`src/rtl/gcd_stein.sv`:
```
// gcd_stein: iterative binary (Stein) GCD, one reduction step per clock.
// A load captures the operands; zero operands bypass straight to DONE.
// The result is held in DONE until the next accepted load or reset.
module gcd_stein #(
    parameter int WIDTH = 8
) (
    input  logic             clk,
    input  logic             rst_n,
    input  logic             load,
    input  logic [WIDTH-1:0] a,
    input  logic [WIDTH-1:0] b,
    output logic [WIDTH-1:0] y,
    output logic             done,
    output logic             busy,
    output logic             zero
);

    // k counts shared factors of two; it never exceeds WIDTH-1 for nonzero operands
    localparam int KW = $clog2(WIDTH + 1);

    typedef enum logic [1:0] {
        IDLE = 2'd0,
        CALC = 2'd1,
        DONE = 2'd2
    } state_t;

    state_t           state;
    state_t           state_next;
    logic [WIDTH-1:0] ra;
    logic [WIDTH-1:0] rb;
    logic [KW-1:0]    k;

    logic accept;
    logic opnd_zero;
    logic both_zero;

    // A load only counts outside CALC; a load during CALC is dropped entirely
    assign accept    = load && (state != CALC);
    assign opnd_zero = (a == '0) || (b == '0);
    assign both_zero = (a == '0) && (b == '0);

    // State register
    always_ff @(posedge clk or negedge rst_n) begin
        if (!rst_n) state <= IDLE;
        else        state <= state_next;
    end

    // Next-state decode: zero operands skip CALC, equal residues finish CALC
    always_comb begin
        state_next = state;
        case (state)
            IDLE, DONE: begin
                if (load) state_next = opnd_zero ? DONE : CALC;
            end
            CALC: begin
                if (ra == rb) state_next = DONE;
            end
            default: state_next = IDLE;
        endcase
    end

    // Datapath and registered outputs: capture on accept, one Stein step per CALC cycle
    always_ff @(posedge clk or negedge rst_n) begin
        if (!rst_n) begin
            ra   <= '0;
            rb   <= '0;
            k    <= '0;
            y    <= '0;
            done <= 1'b0;
            busy <= 1'b0;
            zero <= 1'b0;
        end else if (accept) begin
            ra   <= a;
            rb   <= b;
            k    <= '0;
            done <= opnd_zero;
            busy <= !opnd_zero;
            zero <= both_zero;
            // with one operand zero the GCD is the other one; a|b covers both cases
            if (opnd_zero) y <= a | b;
        end else if (state == CALC) begin
            if (ra == rb) begin
                // restore the common power of two; cannot overflow WIDTH
                y    <= ra << k;
                done <= 1'b1;
                busy <= 1'b0;
            end else if (!ra[0] && !rb[0]) begin
                ra <= ra >> 1;
                rb <= rb >> 1;
                k  <= k + 1'b1;
            end else if (!ra[0]) begin
                ra <= ra >> 1;
            end else if (!rb[0]) begin
                rb <= rb >> 1;
            end else if (ra > rb) begin
                // both odd here, so the difference is even and halving is exact
                ra <= (ra - rb) >> 1;
            end else begin
                rb <= (rb - ra) >> 1;
            end
        end
    end

endmodule

```
`config.mk`:
```
export PLATFORM = sky130hd
export DESIGN_NAME = gcd_stein
export DESIGN_NICKNAME = d
export VERILOG_FILES = /design/src/rtl/gcd_stein.sv
export SDC_FILE = /design/constraint.sdc
export NUM_CORES = 1
export LEC_CHECK = 0
export CAP_MARGIN = 10
export CORE_MARGIN = 2
export CORE_UTILIZATION = 48
export DETAILED_ROUTE_END_ITERATION = 10
export PLACE_DENSITY = 0.72
export RECOVER_POWER = 25
export SLEW_MARGIN = 25
export SYNTH_ARGS = -nofsm -noshare
export SYNTH_HDL_FRONTEND = slang
export SYNTH_SLANG_ARGS = --single-unit
```
`constraint.sdc`:
```
create_clock -name clk -period 3.6 [get_ports clk]
set_input_delay 0.72 -clock clk [delete_from_list [all_inputs] [get_ports clk]]
set_output_delay 0.72 -clock clk [all_outputs]
set_load 0.03 [all_outputs]
```
Yosys cells after proc, flatten, opt, wreduce, memory -nomap -nowiden
Cells that the tools add are included.
{ "classes": {"add_sub_neg": 3, "magnitude_cmp": 1, "n_eq_ne": 11, "shifts": 1, "mux": 32, "bitwise": 1, "reduce_logical": 23} }
{ "ops": {"columns": ["op", "n"], "rows": [
  ["$mux W8", 18],
  ["$logic_not A8 Y1", 2],
  ["$mux W4", 4],
  ["$sub A8 B8 Y8", 2],
  ["$reduce_and A3 Y1", 3],
  ["$eq A8 B8 Y1", 1],
  ["$gt A8 B8 Y1", 1],
  ["$ne A4 B1 Y1 const B", 2],
  ["$or A8 B8 Y8", 1],
  ["$reduce_and A4 Y1", 2],
  ["$shl A8 B4 Y8", 1],
  ["$mux W1", 6],
  ["$mux W2", 3],
  ["$ne A2 B2 Y1 const B", 3],
  ["$reduce_and A2 Y1", 3],
  ["$reduce_bool A2 Y1", 3],
  ["$add A4 B1 Y4 const B", 1],
  ["$ne A2 B1 Y1 const B", 2],
  ["$ne A4 B4 Y1 const B", 1],
  ["$pmux W2 S2", 1],
  ["$logic_and A1 B1 Y1", 3],
  ["$logic_not A1 Y1", 3],
  ["$reduce_bool A3 Y1", 1],
  ["$eq A2 B1 Y1 const B", 1],
  ["4 further kinds", 4]
]} }
{ "totals": {"reg_bits": 33, "in_bits": 19, "elab_cells": 82} }

Depth between registers and ports, before layout
{ "depth": {"word_depth": 8, "mapped_depth": 11, "mapped_depth_nobuf": 9} }

Worst setup path after synthesis
Ideal clock, no wire load.
{ "synth_path": {"path_kind": "register -> register", "startpoint": "register ra[0]", "endpoint": "register ra[3]", "setup_ps": 82, "arrival_ps": 2896, "required_ps": 3518, "path_slack_ps": 622, "path_stages_with_launch": 11, "synth_period_minus_slack_ps": 2978, "cell_sequence": "dfrtp_1 > clkbuf_1 > inv_1 > ha_1 > fa_1 > nand2b_2 > a211oi_2 > nor2_1 > or3_4 > or4_1 > a31oi_1"} }
{ "synth_via": {"elab_chain_cells": 8} }
{ "synth_rtl": {"columns": ["element", "line", "source"], "rows": [
  ["start, declared", "29", "logic [WIDTH-1:0] ra;"],
  ["start signal, assigned", "88", "ra <= ra >> 1;"],
  ["start signal, assigned", "92", "ra <= ra >> 1;"],
  ["start signal, assigned", "97", "ra <= (ra - rb) >> 1;"],
  ["$sub A8 B8 Y8", "97", null],
  ["$mux W8", "95", "end else if (ra > rb) begin"],
  ["$mux W8", "93", "end else if (!rb[0]) begin"],
  ["$mux W8", "91", "end else if (!ra[0]) begin"],
  ["$mux W8", "87", "end else if (!ra[0] && !rb[0]) begin"],
  ["$mux W8", "82", "if (ra == rb) begin"],
  ["$mux W8", "81", "end else if (state == CALC) begin"],
  ["$mux W8", "72", "end else if (accept) begin"]
]} }
Parallel ways exist; a longest one is shown, timed or not. The select of a mux whose other input is x is not followed.
A chain may end at the register's enable or synchronous reset.

Worst setup path after layout
Ends and elaborated chain as after synthesis.

==> metrics.txt <==
# TYPE chip_impl_metric gauge
chip_impl_info{name="result_of_the_run",value="complete, but fails checks"} 1
chip_impl_info{name="failing_checks",value="capacitance limit, slew limit"} 1
chip_impl_metric{name="post_cts.resized_instances",unit=""} 0
chip_impl_metric{name="routed_wirelength",unit="um"} 7400
chip_impl_metric{name="buffers_inverters_on_critical_path",unit=""} 1
chip_impl_metric{name="start_util",unit=""} 0.489
chip_impl_metric{name="synth_nets",unit=""} 357
chip_impl_metric{name="finalHoldWorstSlack",unit="ps"} 473
chip_impl_metric{name="route.antenna.remaining_nets",unit=""} 0
chip_impl_metric{name="detailed_place.area",unit="um2"} 2970
chip_impl_metric{name="yosys.cell_types.count",unit=""} 56
chip_impl_metric{name="area_overhead_vs_synth",unit="%"} 15.5
chip_impl_metric{name="post_route_clock_skew",unit="ps"} 8.43
chip_impl_metric{name="first_pass_grt_wire_length",unit="um"} 12400
chip_impl_metric{name="worst-r2r-setup-slack",unit="ps"} 440
chip_impl_metric{name="dr.first_iter.drc_count",unit=""} 244
chip_impl_metric{name="hold_bufs_at_cts",unit=""} 0
chip_impl_metric{name="floorplan.rows",unit=""} 27
chip_impl_metric{name="syn_inst",unit=""} 318
chip_impl_info{name="synthFlopType",value="sky130_fd_sc_hd__dfrtp_1"} 1
chip_impl_metric{name="reg2regPathDepth",unit=""} 9
chip_impl_metric{name="clk_path_buf_depth",unit=""} 2
chip_impl_metric{name="max-cap-violations",unit=""} 1
chip_impl_metric{name="antenna_found_initial",unit=""} 0
chip_impl_metric{name="clk_pin_slew",unit="ps"} 80
chip_impl_metric{name="maxClockFrequency",unit="GHz"} 0.317
chip_impl_metric{name="fill_cells",unit=""} 503
chip_impl_info{name="crit_chain",value="inv_1 > ha_1 > fa_1 > nand2b_2 > a211oi_2 > nor2_1 > or3_4 > or4_1 > a31oi_1"} 1
chip_impl_info{name="post-synth-top-count-cell",value="sky130_fd_sc_hd__dfrtp_1"} 1
chip_impl_metric{name="remaining_drc_errors",unit=""} 0
chip_impl_metric{name="yosys_register_bits",unit=""} 33
chip_impl_metric{name="grt_start_max_net_pins",unit=""} 34
chip_impl_metric{name="post_cts_buffers",unit=""} 0
chip_impl_metric{name="drtPass1Iterations",unit=""} 6
chip_impl_info{name="path_delay_family",value="simple AND/OR/NAND/NOR gates"} 1
chip_impl_metric{name="clkSinkCount",unit=""} 33
chip_impl_metric{name="finalPower",unit="mW"} 3.43
chip_impl_metric{name="postSynthAreaPerCell",unit="um2"} 8.31
chip_impl_metric{name="fp.dieW",unit="um"} 78.2
chip_impl_metric{name="biggest_cell_delay_along_the_critical_path",unit="ps"} 520
chip_impl_metric{name="place.port_buffers",unit=""} 29
chip_impl_metric{name="gpl.final_weighted_congestion",unit=""} 0.959
chip_impl_metric{name="floorplan.die_area",unit="um2"} 6110
chip_impl_metric{name="layout-drive-gt1-share",unit=""} 0.0671
chip_impl_metric{name="finalSetupViolCount",unit=""} 0
chip_impl_metric{name="fin_crit",unit="ps"} 3160
chip_impl_metric{name="global_route.overflow_total",unit=""} 0
chip_impl_info{name="root_buffer",value="sky130_fd_sc_hd__clkbuf_8"} 1
chip_impl_metric{name="cts-htree-levels",unit=""} 2
chip_impl_metric{name="critical_path_peak_fanout",unit=""} 10
chip_impl_info{name="crit_path_start_kind",value="flip-flop"} 1
chip_impl_metric{name="track_usage",unit=""} 0.260
chip_impl_metric{name="timing.final.max_slew_violations",unit=""} 34
chip_impl_info{name="timing.critical_path.slowest_stage_cell",value="sky130_fd_sc_hd__dfrtp_1"} 1
chip_impl_info{name="timing_worst_setup_path_type",value="flip-flop to flip-flop"} 1
chip_impl_metric{name="cellPowerDensity",unit="nW/um2"} 1120
chip_impl_metric{name="worstHoldPathCells",unit=""} 1
chip_impl_metric{name="chipHeight",unit="um"} 78.2
chip_impl_metric{name="placeable_core_region",unit="um2"} 5410
chip_impl_metric{name="number_of_synthesized_flops_with_an_enable_pin",unit=""} 0
chip_impl_metric{name="syn_area",unit="um2"} 2640
chip_impl_info{name="synthTopCellsByCount",value="sky130_fd_sc_hd__dfrtp_1 (33), sky130_fd_sc_hd__nand2_1 (31), sky130_fd_sc_hd__o21ai_0 (30)"} 1
chip_impl_metric{name="vias",unit=""} 2477
chip_impl_metric{name="synthDominantCellAreaShare",unit=""} 0.313
chip_impl_info{name="synth_top_cell_by_area",value="sky130_fd_sc_hd__dfrtp_1"} 1
chip_impl_metric{name="stdcell_area",unit="um2"} 3050
chip_impl_metric{name="yosysSeqAreaShare",unit=""} 0.313
chip_impl_metric{name="worst_slew_margin_rel",unit=""} -0.236
chip_impl_metric{name="irDropWorstVdd",unit="mV"} 0.478
chip_impl_metric{name="worstPathRequired",unit="ps"} 3820
chip_impl_metric{name="clock_latency",unit="ps"} 300
chip_impl_info{name="synth.area.top_cells",value="sky130_fd_sc_hd__dfrtp_1 (31%), sky130_fd_sc_hd__ha_1 (8.5%), sky130_fd_sc_hd__o21ai_0 (5.7%)"} 1
chip_impl_metric{name="yosys_warnings",unit=""} 0
chip_impl_metric{name="final.period_utilization",unit=""} 0.877
chip_impl_metric{name="cp.depth",unit=""} 9
chip_impl_metric{name="tightest_slew",unit="ps"} 1850
chip_impl_metric{name="detailedPlacementHpwl",unit="um"} 5560
chip_impl_metric{name="cp.arrival",unit="ps"} 3380
chip_impl_metric{name="number_of_global_route_vias_before_repair",unit=""} 2507
chip_impl_metric{name="antenna-diode-count",unit=""} 0
chip_impl_metric{name="via_per_inst",unit=""} 5.97
chip_impl_metric{name="synthArstFlopShare",unit=""} 1.00
chip_impl_metric{name="total_leakage_power",unit="nW"} 1.31
chip_impl_info{name="timing.hold.worst.class",value="flip-flop to flip-flop"} 1
chip_impl_metric{name="finalHoldViolCount",unit=""} 0
chip_impl_info{name="grt_setup_unrepaired",value="false"} 1
chip_impl_metric{name="setup_total_negative_slack",unit="ps"} 0
chip_impl_metric{name="ios",unit=""} 30
chip_impl_info{name="endpoint_kind",value="flip-flop"} 1
chip_impl_info{name="tritoncts",value="done"} 1
chip_impl_metric{name="finalNetCount",unit=""} 381
chip_impl_metric{name="number_of_buffers_created_by_cts",unit=""} 5
chip_impl_metric{name="wl_per_cell",unit="um"} 17.8
[cell type report]
cell class                      instances  area [um2]  share of cell area
Inverter                               23        86.3              0.0283
Clock buffer                            5        68.8              0.0226
Tap cell                               72        90.1              0.0295
Sequential cell                        33         826               0.271
Clock inverter                          3        17.5             0.00574
Multi-Input combinational cell        245        1640               0.537
Timing Repair Buffer                   34         324               0.106
[per-layer routing]
layer | wire length [um] | global-route usage | vias to the layer above
met3 | 556 | 0.0540 | 18
met4 | 157 | 0.0807 | 0
met1 | 3220 | 0.353 | 1152
met2 | 3460 | 0.416 | 106
li1 | - | - | 1201
met5 | 0 | 0 | -
[path summary, 6_finish.rpt]
| kind | from | to |
|---|---|---|
| worst min-delay path | state[0] | state[1] |
| worst max-delay path | ra[0] | ra[3] |
| min in group asynchronous | rst_n | y[1] |
| max in group asynchronous | rst_n | ra[6] |
| worst max register to register | ra[0] | ra[3] |
| worst min register to register | state[0] | state[1] |
[cells by family (layout without fill, tap and decap cells)]
group | after synthesis | count (layout) | synth area share
flip-flops | 33 | 33 | 0.313
adder cells (fa/ha/maj) | 20 | 20 | 0.100
AND/OR/NAND/NOR | 101 | 101 | 0.183
AO/OA/AOI/OAI | 102 | 102 | 0.256
multiplexers | 11 | 11 | 0.0445
XOR/XNOR | 11 | 11 | 0.0365
buffers and inverters | 40 | 65 | 0.0668
[power by group]
| part | internal (mW) | leakage [nW] | switching [mW] |
|---|---|---|---|
| Clock | 0.133 | 0.0439 | 0.154 |
| Combinational | 1.02 | 0.858 | 1.38 |
| Sequential | 0.535 | 0.408 | 0.201 |
[per-stage QoR]
| step | utilization | worst slack [ps] | instances |
|---|---|---|---|
| floorplan | - | 622 | 318 |
| finish | 0.565 | 444 | 415 |
| CTS | 0.565 | 479 | 415 |
| detailed placement | 0.549 | 485 | 407 |
| global placement | 0.549 | 560 | 407 |
| global route | 0.565 | 261 | 415 |
[state kept, by name, summed over array words and instances, names as in the netlist]
name,cells
rb,8
y,8
done,1
zero,1
state,2
ra,8
busy,1
k,4
[worst register-to-register path, delay by kind of cell, from the launching register on]
kind / cells / cell delay, ps
flops: 1 / 520
fa+ha+maj: 2 / 670
buf+inv: 1 / 200
compound gates: 2 / 440
simple gates: 4 / 1270
[cells in the final DEF (no fill, tap or decap), types with 3 or more instances in the layout]
| cell type | instances |
|---|---|
| sky130_fd_sc_hd__a211oi_1 | 5 |
| sky130_fd_sc_hd__a21o_1 | 3 |
| sky130_fd_sc_hd__nor2_1 | 25 |
| sky130_fd_sc_hd__ha_1 | 18 |
| sky130_fd_sc_hd__o22ai_1 | 6 |
| sky130_fd_sc_hd__clkdlybuf4s50_1 | 28 |
| sky130_fd_sc_hd__a221o_1 | 3 |
| sky130_fd_sc_hd__o31ai_1 | 3 |
| sky130_fd_sc_hd__mux2_2 | 6 |
| sky130_fd_sc_hd__nand2_1 | 31 |
| sky130_fd_sc_hd__inv_1 | 23 |
| sky130_fd_sc_hd__xnor2_1 | 5 |
| sky130_fd_sc_hd__o211ai_1 | 3 |
| sky130_fd_sc_hd__or3_1 | 3 |
| sky130_fd_sc_hd__a221oi_1 | 5 |
| sky130_fd_sc_hd__clkbuf_8 | 5 |
| sky130_fd_sc_hd__xor2_1 | 6 |
| sky130_fd_sc_hd__nand2b_1 | 4 |
| sky130_fd_sc_hd__o41ai_1 | 3 |
| sky130_fd_sc_hd__buf_4 | 4 |
| sky130_fd_sc_hd__nor4_1 | 4 |
| sky130_fd_sc_hd__a21oi_1 | 17 |
| sky130_fd_sc_hd__nand3_1 | 8 |
| sky130_fd_sc_hd__dfrtp_1 | 33 |
| sky130_fd_sc_hd__mux2i_1 | 5 |
| sky130_fd_sc_hd__nor3_1 | 11 |
| sky130_fd_sc_hd__nor2b_1 | 4 |
| sky130_fd_sc_hd__o21ai_0 | 30 |
| sky130_fd_sc_hd__o21a_1 | 6 |
| sky130_fd_sc_hd__a31oi_1 | 3 |
(Power assumes the default switching activity.)
